**src/rtl/trees_burst_ctrl_if.sv**
```systemverilog
// trees_burst_ctrl_if: feature stream, accelerator and prediction stream signals of trees_burst_ctrl
interface trees_burst_ctrl_if #(parameter int MAX_BURST_BITS = 6);
  logic [63:0] in_data;
  logic in_valid;
  logic in_ready;
  logic flush;
  logic load_features;
  logic [31:0] feature_addr;
  logic [63:0] features2;
  logic start;
  logic [MAX_BURST_BITS-1:0] burst_len;
  logic done;
  logic [MAX_BURST_BITS-1:0] prediction_addr;
  logic [63:0] prediction;
  logic [7:0] pred_data;
  logic pred_valid;
  logic pred_ready;
  logic pred_last;
  logic busy;
  logic err;
  modport master(
    input in_data, in_valid, flush, done, prediction, pred_ready,
    output in_ready, load_features, feature_addr, features2, start, burst_len,
    output prediction_addr, pred_data, pred_valid, pred_last, busy, err
  );
  modport slave(
    output in_data, in_valid, flush, done, prediction, pred_ready,
    input in_ready, load_features, feature_addr, features2, start, burst_len,
    input prediction_addr, pred_data, pred_valid, pred_last, busy, err
  );
endinterface

```
**src/rtl/trees_burst_ctrl.sv**
```systemverilog
// trees_burst_ctrl: feature-burst sequencer for trees_ping_pong; TREES_BURST_CTRL_TIMEOUT_EN adds a sticky done-wait timeout
module trees_burst_ctrl #(
  parameter int N_FEATURE = 32,
  parameter int HALF_FEATURE = N_FEATURE / 2,
  parameter int MAX_BURST = 54,
  parameter int MAX_BURST_BITS = $clog2(MAX_BURST)
`ifdef TREES_BURST_CTRL_TIMEOUT_EN
  , parameter int TIMEOUT_CYCLES = 65536
`endif
) (
  input logic clk,
  input logic rst,
  trees_burst_ctrl_if.master bus
);
  localparam int PW = HALF_FEATURE > 1 ? $clog2(HALF_FEATURE) : 1;
  localparam int MB = MAX_BURST_BITS;
  typedef enum logic [2:0] {IDLE, FILL, LAUNCH, WAIT, RADDR, RDATA, EMIT} state_t;
  state_t r_state;
  logic r_in_ready, r_load, r_start, r_pv, r_plast, r_busy, r_flush;
  logic [31:0] r_wcnt, r_faddr;
  logic [63:0] r_feat, r_buf;
  logic [PW-1:0] r_part;
  logic [MB-1:0] r_scnt, r_blen, r_idx, r_paddr;
  logic [7:0] r_pdata;
  logic w_acc, w_eos, w_bnd, w_fl, w_go, w_last;
  logic [MB-1:0] w_ns, w_ni;
  assign w_acc = bus.in_valid & r_in_ready;
  assign w_eos = w_acc & (r_part == PW'(HALF_FEATURE - 1));
  assign w_ns = r_scnt + MB'(w_eos);
  assign w_bnd = w_acc ? w_eos : (r_part == '0);
  assign w_fl = r_flush | bus.flush;
  assign w_go = (w_eos & (w_ns == MB'(MAX_BURST))) | ((r_state == FILL) & w_fl & w_bnd & (w_ns != '0));
  assign w_ni = r_idx + 1'b1;
  assign w_last = r_idx == r_blen - 1'b1;
  assign bus.in_ready = r_in_ready;
  assign bus.load_features = r_load;
  assign bus.feature_addr = r_faddr;
  assign bus.features2 = r_feat;
  assign bus.start = r_start;
  assign bus.burst_len = r_blen;
  assign bus.prediction_addr = r_paddr;
  assign bus.pred_data = r_pdata;
  assign bus.pred_valid = r_pv;
  assign bus.pred_last = r_plast;
  assign bus.busy = r_busy;
`ifdef TREES_BURST_CTRL_TIMEOUT_EN
  localparam int TW = $clog2(TIMEOUT_CYCLES + 1);
  logic [TW-1:0] r_tcnt;
  logic r_err;
  assign bus.err = r_err;
`else
  assign bus.err = 1'b0;
`endif
  always_ff @(posedge clk) begin
    if (rst) begin
      r_state <= IDLE;
      r_in_ready <= 1'b0;
      r_load <= 1'b0;
      r_start <= 1'b0;
      r_pv <= 1'b0;
      r_plast <= 1'b0;
      r_busy <= 1'b0;
      r_flush <= 1'b0;
      r_wcnt <= '0;
      r_faddr <= '0;
      r_feat <= '0;
      r_buf <= '0;
      r_part <= '0;
      r_scnt <= '0;
      r_blen <= '0;
      r_idx <= '0;
      r_paddr <= '0;
      r_pdata <= '0;
`ifdef TREES_BURST_CTRL_TIMEOUT_EN
      r_tcnt <= '0;
      r_err <= 1'b0;
`endif
    end else begin
      r_load <= w_acc;
      r_start <= 1'b0;
      r_scnt <= w_ns;
      if (w_acc) begin
        r_feat <= bus.in_data;
        r_faddr <= r_wcnt;
        r_wcnt <= r_wcnt + 1'b1;
        r_part <= w_eos ? '0 : r_part + 1'b1;
      end
      case (r_state)
        IDLE: begin
          r_in_ready <= ~w_go;
          r_busy <= w_acc;
          if (w_acc) r_state <= w_go ? LAUNCH : FILL;
        end
        FILL: begin
          r_flush <= w_fl;
          r_in_ready <= ~w_go;
          if (w_go) r_state <= LAUNCH;
        end
        LAUNCH: begin
          r_start <= 1'b1;
          r_blen <= r_scnt;
          r_state <= WAIT;
`ifdef TREES_BURST_CTRL_TIMEOUT_EN
          r_tcnt <= '0;
`endif
        end
        WAIT: begin
          if (bus.done) begin
            r_idx <= '0;
            r_paddr <= '0;
            r_state <= RADDR;
          end
`ifdef TREES_BURST_CTRL_TIMEOUT_EN
          else if (r_tcnt == TW'(TIMEOUT_CYCLES - 1)) begin
            r_err <= 1'b1;
            r_in_ready <= 1'b1;
            r_busy <= 1'b0;
            r_wcnt <= '0;
            r_part <= '0;
            r_scnt <= '0;
            r_flush <= 1'b0;
            r_state <= IDLE;
          end else r_tcnt <= r_tcnt + 1'b1;
`endif
        end
        RADDR: r_state <= RDATA;
        RDATA: begin
          r_buf <= bus.prediction;
          r_pdata <= bus.prediction[{r_idx[2:0], 3'b000} +: 8];
          r_pv <= 1'b1;
          r_plast <= w_last;
          r_state <= EMIT;
        end
        EMIT: if (bus.pred_ready) begin
          r_idx <= w_ni;
          if (w_last) begin
            r_pv <= 1'b0;
            r_plast <= 1'b0;
            r_in_ready <= 1'b1;
            r_busy <= 1'b0;
            r_wcnt <= '0;
            r_part <= '0;
            r_scnt <= '0;
            r_idx <= '0;
            r_flush <= 1'b0;
            r_state <= IDLE;
          end else if (w_ni[2:0] == 3'd0) begin
            r_pv <= 1'b0;
            r_paddr <= w_ni >> 3;
            r_state <= RADDR;
          end else begin
            r_pdata <= r_buf[{w_ni[2:0], 3'b000} +: 8];
            r_plast <= w_ni == r_blen - 1'b1;
          end
        end
        default: r_state <= IDLE;
      endcase
    end
  end
endmodule

```
**src/flat_wrapper.sv**
```systemverilog
// flat-port wrapper written by rule: the top's interface ports become plain ports
module trees_burst_ctrl_flat 
#(
  parameter int N_FEATURE = 32,
  parameter int HALF_FEATURE = N_FEATURE / 2,
  parameter int MAX_BURST = 54,
  parameter int MAX_BURST_BITS = $clog2(MAX_BURST)

)
  (clk, rst, bus_in_data, bus_in_valid, bus_flush, bus_done, bus_prediction, bus_pred_ready, bus_in_ready, bus_load_features, bus_feature_addr, bus_features2, bus_start, bus_burst_len, bus_prediction_addr, bus_pred_data, bus_pred_valid, bus_pred_last, bus_busy, bus_err);
  trees_burst_ctrl_if #(.MAX_BURST_BITS(MAX_BURST_BITS)) bus_i ();
  input logic clk;
  input logic rst;
  input wire logic [$bits(bus_i.in_data)-1:0] bus_in_data;
  input wire logic [$bits(bus_i.in_valid)-1:0] bus_in_valid;
  input wire logic [$bits(bus_i.flush)-1:0] bus_flush;
  input wire logic [$bits(bus_i.done)-1:0] bus_done;
  input wire logic [$bits(bus_i.prediction)-1:0] bus_prediction;
  input wire logic [$bits(bus_i.pred_ready)-1:0] bus_pred_ready;
  output wire logic [$bits(bus_i.in_ready)-1:0] bus_in_ready;
  output wire logic [$bits(bus_i.load_features)-1:0] bus_load_features;
  output wire logic [$bits(bus_i.feature_addr)-1:0] bus_feature_addr;
  output wire logic [$bits(bus_i.features2)-1:0] bus_features2;
  output wire logic [$bits(bus_i.start)-1:0] bus_start;
  output wire logic [$bits(bus_i.burst_len)-1:0] bus_burst_len;
  output wire logic [$bits(bus_i.prediction_addr)-1:0] bus_prediction_addr;
  output wire logic [$bits(bus_i.pred_data)-1:0] bus_pred_data;
  output wire logic [$bits(bus_i.pred_valid)-1:0] bus_pred_valid;
  output wire logic [$bits(bus_i.pred_last)-1:0] bus_pred_last;
  output wire logic [$bits(bus_i.busy)-1:0] bus_busy;
  output wire logic [$bits(bus_i.err)-1:0] bus_err;
  assign bus_i.in_data = bus_in_data;
  assign bus_i.in_valid = bus_in_valid;
  assign bus_i.flush = bus_flush;
  assign bus_i.done = bus_done;
  assign bus_i.prediction = bus_prediction;
  assign bus_i.pred_ready = bus_pred_ready;
  assign bus_in_ready = bus_i.in_ready;
  assign bus_load_features = bus_i.load_features;
  assign bus_feature_addr = bus_i.feature_addr;
  assign bus_features2 = bus_i.features2;
  assign bus_start = bus_i.start;
  assign bus_burst_len = bus_i.burst_len;
  assign bus_prediction_addr = bus_i.prediction_addr;
  assign bus_pred_data = bus_i.pred_data;
  assign bus_pred_valid = bus_i.pred_valid;
  assign bus_pred_last = bus_i.pred_last;
  assign bus_busy = bus_i.busy;
  assign bus_err = bus_i.err;
  trees_burst_ctrl #(.N_FEATURE(N_FEATURE), .HALF_FEATURE(HALF_FEATURE), .MAX_BURST(MAX_BURST), .MAX_BURST_BITS(MAX_BURST_BITS)) u_core (.clk(clk), .rst(rst), .bus(bus_i));
endmodule
```
**config.mk**
```make
export PLATFORM = sky130hd
export DESIGN_NAME = trees_burst_ctrl_flat
export DESIGN_NICKNAME = d
export VERILOG_FILES = /design/src/rtl/trees_burst_ctrl_if.sv /design/src/rtl/trees_burst_ctrl.sv /design/src/flat_wrapper.sv
export SDC_FILE = /design/constraint.sdc
export NUM_CORES = 1
export LEC_CHECK = 0
export ABC_AREA = 1
export ABC_CLOCK_PERIOD_IN_PS = 2400
export CORE_MARGIN = 4
export CORE_UTILIZATION = 45
export DETAILED_ROUTE_END_ITERATION = 10
export PLACE_DENSITY = 0.85
export SETUP_SLACK_MARGIN = 0.2
export SYNTH_ARGS = -nofsm -noshare
export SYNTH_HDL_FRONTEND = slang
export SYNTH_SLANG_ARGS = --single-unit
```
**constraint.sdc**
```tcl
create_clock -name clk -period 2.4 [get_ports clk]
set_clock_uncertainty 0.1 [all_clocks]
set_input_delay 0.48 -clock clk [delete_from_list [all_inputs] [get_ports clk]]
set_output_delay 0.48 -clock clk [all_outputs]
set_load 0.005 [all_outputs]
```
==> results of run 1 <==
-- tightest hold or removal path, stage by stage, from the launching register on --
cell,delay (ps)
dfxtp_1,310
inv_1,40
a21oi_1,50
-- state kept, by name, indices dropped and copies added, names as in the netlist --
| signal | flops |
|---|---|
| u_core.bus.burst_len | 6 |
| u_core.bus.busy | 1 |
| u_core.bus.feature_addr | 32 |
| u_core.bus.features2 | 64 |
| u_core.bus.in_ready | 1 |
| u_core.bus.load_features | 1 |
| u_core.bus.pred_data | 8 |
| u_core.bus.pred_last | 1 |
| u_core.bus.pred_valid | 1 |
| u_core.bus.prediction_addr | 3 |
| u_core.bus.start | 1 |
| u_core.r_buf | 64 |
| u_core.r_flush | 1 |
| u_core.r_idx | 6 |
| u_core.r_part | 4 |
| u_core.r_scnt | 6 |
| u_core.r_state | 3 |
| u_core.r_wcnt | 32 |
-- area by class of cell --
| class | instances | area (sq um) | share of cell area |
|---|---|---|---|
| Sequential cell | 235 | 4720 | 0.318 |
| Clock buffer | 31 | 688 | 0.0464 |
| Multi-Input combinational cell | 1050 | 5150 | 0.348 |
| Timing Repair Buffer | 313 | 3170 | 0.214 |
| Clock inverter | 15 | 175 | 0.0118 |
| Tap cell | 313 | 392 | 0.0264 |
| Inverter | 138 | 523 | 0.0353 |
-- Yosys cell counts --
cell type and instances:
a211oi_1 1, a21oi_1 141, and2_1 1, buf_1 10, buf_2 6, buf_4 9, clkbuf_1 70, conb_1 1
dfxtp_1 235, ha_1 8, inv_1 135, inv_2 3, nand2_1 170, nand2_2 3, nand3_1 71, nand3_2 1
nand3b_1 2, nand4_1 13, nor2_1 301, nor2_2 6, nor2_4 1, nor3_1 15, nor3_2 1, nor3b_1 2
nor4_1 1, o211ai_1 4, o211ai_4 1, o21ai_0 257, o21ai_1 1, o21ba_1 1, o221ai_1 12, or2_0 1
xnor2_1 3, xor2_1 28
-- routing by layer --
| layer | part of all wire | routed length, um |
|---|---|---|
| met1 | 0.40 | 13700 |
| met2 | 0.47 | 16100 |
| met3 | 0.085 | 2910 |
| met4 | 0.041 | 1400 |
| met5 | 0 | 0 |
-- per-stage QoR --
step                total power (uW)  setup TNS [ps]  std cells  area [sq um]
floorplan                       6580               0       1518         10600
global route                   12900               0       2095         14800
global placement                7880            -849       2029         13600
detailed placement              7990           -1860       2029         13600
CTS                            12100               0       2079         14600
finish                         12200               0       2095         14800
-- repair_timing --
item	CTS	global route
setup buffers	3	12
gates resized for setup	12	38
pin swaps	3	16
setup endpoints to repair	55	65
gates cloned	1	4
-- where the power goes --
part / internal [uW] / switching, uW / leakage, uW
Sequential: 4510 / 358 / 0.00192
Clock: 2380 / 1670 / 0.000416
Combinational: 1580 / 1750 / 0.00324
Total: 8470 / 3780 / 0.00557
-- worst max path at each step --
stage	start	to	slack [ps]	cells after the start
after floorplan	bus_in_valid	u_core.r_state[2]	210	14
after global placement	bus_in_valid	u_core.r_state[2]	-170	14
after detailed placement	bus_in_valid	u_core.r_state[0]	-250	14
after CTS	u_core.r_part[1]	u_core.r_state[0]	200	14
after global routing	u_core.r_part[1]	u_core.r_state[2]	7	15
final	u_core.r_part[1]	u_core.r_state[2]	120	15
-- cells by family (layout without fill, tap and decap cells) --
logic type      count (synthesis)  count (layout)
simple gates                  589             589
compound gates                418             418
flops                         235             235
buf+inv                       233             497
xor+xnor                       31              31
fa+ha+maj                       8               8
other cells                     1               4
==> reports/metrics.csv, run 1 <==
metric,value,unit
fraction of layout instances using a drive strength above 1,0.0909,
buffer and inverter count on the worst path,0,
endpoints failing setup,0,
yosys warns,0,
clk sinks,235,
hold slack,339,ps
CTS tree,built,
main combinational cell family by area after synthesis,simple AND/OR/NAND/NOR gates,
vias in the first global route,10320,
CP endpoint kind,flip-flop,
# diodes,0,
post-layout min period,2280,ps
die area,26000,sq um
final hold violations,0,
GR Layer Usage met1,0.309,
"commonest non-fill, non-tap cell in the layout",nor2_1,
Reg-to-Reg End,u_core.r_state[2],
critical path required time,2760,ps
Tot GR Track Use,0.237,
Startpoint Class,flip-flop,
starting density of the core,0.462,
simple-gate share of the synthesized area,0.228,
Synth area leader,dfxtp_1,
H-tree depth,1,
Site Rows,55,
Via Count,11138,
post-synth top area share,0.445,
pre-CTS WS,-249,ps
Power Density,826,nW/um^2
final WL,34200,um
WHS Endpoint,u_core.r_buf[43],
crit path cell chain,ha_4 > nand3_4 > nor2_4 > ha_4 > ha_4 > nand3_2 > nand2_2 > nand2_2 > nor2_1 > nand4_1 > nand3_2 > nand3_4 > nand2_1 > nand2_1 > nor2_1,
synthesized instance count,1515,
crit share post-route,0.948,
first-pass GRT wire length,51900,um
"Avg Cell Area, Syn",6.99,sq um
WS Path Type,flip-flop to flip-flop,
routed length per instance,16.3,um
Residual DRC,0,
Worst R2R Path Depth,15,
post-synthesis mux area share,0,
Worst-Skew Late Latency,530,ps
Antenna Nets Post-Route,0,
achievable frequency,439,MHz
peak supply drop,0.643,mV
cts hold-fix bufs,0,
hold_sp,u_core.r_buf[43],
DR pass1 iterations,5,
Synth-to-Final Area Change,40.1,%
hold depth,2,
initial antenna violation count,0,
Slew @ Worst Pin,537,ps
Most Crowded Layer GR,met2,
DIE WIDTH,161,um
met3 Resource Use GR,0.0418,
IO Port Bufs,252,
largest net degree at the start of global routing,130,
DP Wirelength,22700,um
Max Cap Viol,0,
LEAKAGE,0.00557,uW
clock root buffer,clkbuf_16,
relative slew slack,0.639,
status,completed,
vias per cell,5.32,
final core occ,0.647,
Setup WS post-layout,124,ps
Overflow after GRT,0,
Final Max Tran Viols,0,
Mapped Area,10600,sq um
CP max FO,4,
most frequent cells in the layout,"nor2_1 (293), o21ai_0 (255), clkdlybuf4s50_1 (252)",
worst flop-to-flop path startpoint,u_core.r_part[1],
total CTS buffers,25,
RSZ-0062 raised after global routing,yes,
met2 usage,0.399,
IO Pins,257,
flop-to-flop setup slack,120,ps
Yosys cell types,34,
HP Class,flip-flop to flip-flop,
Die Y,161,um
Post-Synth XOR/XNOR Area,0.0257,
Adder-Cell Fraction of Synth Area,0.00946,
core area,22900,sq um
critical path's top delay family,simple AND/OR/NAND/NOR gates,
Longest Clk Path Bufs,3,
fillers,1854,
post-synthesis register bit count,235,
Routability Congestion,0.903,
DRT iter0 DRCs,1144,
CP max stage delay,370,ps
cell mode on critical path,ha_4,
"Reg clk slew, reported paths",70,ps
complex-gate fraction of the synthesized area,0.205,
"Slowest-stage cell, CP",dfxtp_4,
CP arrival,2640,ps
synth top area cells,"dfxtp_1 (44%), o21ai_0 (12%), nor2_1 (11%)",
sequential area share after synthesis,0.445,
Layout Nets,1905,
Power figures use the tool's default switching activity.
==> run 2: changes to the inputs <==
- ABC_CLOCK_PERIOD_IN_PS: 2400 -> 2700
- CORE_UTILIZATION: 45 -> 54
- PLACE_DENSITY: 0.85 -> 0.94
- clock period: 2.4 -> 2.7 ns (I/O delays scaled with it)
==> run 2 against run 1 <==
Effect of this change: non-clock buffer count down 28; final cell count is 3.9% lower; maximum frequency fell by 2.2%; die area down 16%; sequential share of layout area is 1.1 points higher; utilization rose by 11 points; power is 13% lower; register-to-register slack better by 250 ps; flip-flop and latch count unchanged; critical path type unchanged.
==> reports/metrics.csv, run 2 (synthesized netlist as in run 1, its figures left out) <==
metric,value,unit,change
Residual DRC,0,,unchanged
"Slowest-stage cell, CP",dfxtp_2,,
final hold violations,0,,unchanged
crit share post-route,0.862,,-0.0867
Setup WS post-layout,373,ps,+249 ps
"commonest non-fill, non-tap cell in the layout",nor2_1,,
IO Port Bufs,252,,unchanged
# diodes,0,,unchanged
Layout Nets,1877,,-1.5%
final WL,33600,um,-1.7%
Routability Congestion,0.925,,+2.5%
Synth-to-Final Area Change,35.3,%,
die area,21900,sq um,-16%
Power Density,744,nW/um^2,-10%
relative slew slack,0.279,,-0.360
first-pass GRT wire length,52400,um,+0.88%
IO Pins,257,,unchanged
clk sinks,235,,unchanged
endpoints failing setup,0,,unchanged
Die Y,148,um,-8.3%
cell mode on critical path,nand3_2,,
Antenna Nets Post-Route,0,,unchanged
Tot GR Track Use,0.287,,+0.0495
total power,10600,uW,-13%
Total Neg Setup Slack,0,ps,unchanged
fillers,1377,,-26%
total CTS buffers,25,,unchanged
crit path cell chain,ha_1 > nand3_1 > nor2_2 > ha_2 > buf_4 > nand3_2 > inv_1 > buf_4 > nand3_1 > nand2_1 > nand4_1 > nand3_2 > nand3_2 > nor2_2 > nor2_1,,
CP endpoint kind,flip-flop,,
Final Max Tran Viols,0,,unchanged
post-layout min period,2330,ps,+50.5 ps
Switching Fraction,0.306,,-0.00259
RSZ-0062 raised after global routing,no,,
CP arrival,2650,ps,about the same
Overflow after GRT,0,,unchanged
Reg power frac,0.406,,+0.009
starting density of the core,0.556,,+0.0946
most frequent cells in the layout,"nor2_1 (297), o21ai_0 (256), clkdlybuf4s50_1 (252)",,
DP Wirelength,22500,um,-0.79%
critical path's top delay family,simple AND/OR/NAND/NOR gates,,
status,completed,,
largest net degree at the start of global routing,130,,unchanged
DR pass1 iterations,6,,+1
peak supply drop,0.620,mV,-3.6%
DIE WIDTH,148,um,-8.3%
vias per cell,5.60,,+5.3%
CTS tree,built,,
HP Class,flip-flop to flip-flop,,
LEAKAGE,0.00539,uW,-3.3%
achievable frequency,430,MHz,-2.2%
critical path required time,3030,ps,+270 ps
buffer and inverter count on the worst path,3,,+3
"Reg clk slew, reported paths",60,ps,about the same
routed length per instance,16.7,um,+2.3%
Slew @ Worst Pin,1080,ps,+544 ps
switching power,3260,uW,-14%
Internal,7390,uW,-13%
cts hold-fix bufs,0,,unchanged
DRT iter0 DRCs,1392,,+22%
CP max FO,4,,unchanged
vias in the first global route,10665,,+3.3%
CP max stage delay,350,ps,-20 ps
Worst-Skew Late Latency,530,ps,about the same
Via Count,11278,,+1.3%
pre-CTS WS,-130,ps,+119 ps
Clock power frac,0.329,,-0.002
Site Rows,50,,-9.1%
Max Cap Viol,0,,unchanged
clock root buffer,clkbuf_16,,
Longest Clk Path Bufs,3,,unchanged
hold slack,341,ps,+1.84 ps
fraction of layout instances using a drive strength above 1,0.0650,,-0.0259
H-tree depth,1,,unchanged
core area,19000,sq um,-17%
WS Path Type,flip-flop to flip-flop,,
combinational power share,0.265,,-0.007
initial antenna violation count,0,,unchanged
Startpoint Class,flip-flop,,
## run 2: cell types whose count changed in the layout (fill, tap and decap cells not counted), moves of 5 or more
cell / change
buf_12: -5
buf_6: -6
buf_4: -15
nand2_1: +6
nand2_2: -6
## run 2: through the flow
stage,instances,instance area [sq um],util
6_report,2014,14300,0.753
5_1_grt,2014,14300,0.753
4_1_cts,2010,14200,0.745
3_5_place_dp,1964,13300,0.701
3_3_place_gp,1964,13300,0.701
2_1_floorplan,1518,10600,-
## run 2: final timing paths
path | start | to | slack [ps] | depth (start not counted)
setup / recovery | u_core.r_part[0] | u_core.r_state[0] | 370 | 15
hold / removal | u_core.r_buf[13] | u_core.r_buf[13] | 340 | 2
setup reg to reg | u_core.r_part[0] | u_core.r_state[0] | 370 | 15
hold reg to reg | u_core.r_buf[13] | u_core.r_buf[13] | 340 | 2
## run 2: power groups by stage
stage | logic (uW) | clock network (uW) | registers (uW)
2_1_floorplan | 1500 | 0 | 4340
3_3_place_gp | 2610 | 0 | 4340
3_5_place_dp | 2700 | 0 | 4380
4_1_cts | 2730 | 3540 | 4310
5_1_grt | 3140 | 3710 | 4380
6_report | 2820 | 3500 | 4320
## run 2: worst reg2reg max path: stages (launching register included)
cell     delay [ps]
dfxtp_2         350
ha_1            170
nand3_1         110
nor2_2          150
ha_2            220
buf_4           130
nand3_2         100
inv_1           100
buf_4           100
nand3_1          50
nand2_1          70
nand4_1         140
nand3_2         110
nand3_2         120
nor2_2          140
nor2_1           50
## run 2: cell type report
cell class | count | area, sq um | share of cell area
multi-input cells | 1050 | 5080 | 0.355
clock inverters | 15 | 165 | 0.0115
well taps | 260 | 325 | 0.0227
flip-flops and latches | 235 | 4710 | 0.329
clock buffers | 31 | 678 | 0.0474
inverters | 138 | 522 | 0.0365
repair buffers | 285 | 2840 | 0.198
## run 2: metal layers
metal	share of wire	vias up	wire length, um	global-route usage
met2	0.48	639	16000	0.478
met4	0.042	0	1400	0.119
met3	0.10	127	3460	0.0671
li1	-	5377	-	-
met5	0	-	0	0
met1	0.38	5135	12700	0.358
## run 2: what timing repair did
| action | 4_1_cts | 5_1_grt |
|---|---|---|
| buffers inserted | 0 | 3 |
| hold endpoints to repair | 0 | 0 |
| endpoints found under the setup margin | 0 | 58 |
| resized for setup | 0 | 23 |
==> run 3: changes to the inputs <==
- ABC_CLOCK_PERIOD_IN_PS: 2700 -> default
- SLEW_MARGIN: default -> 10
==> results of run 3 <==
No change in the layout: final DEF, timing and power equal those of run 2.
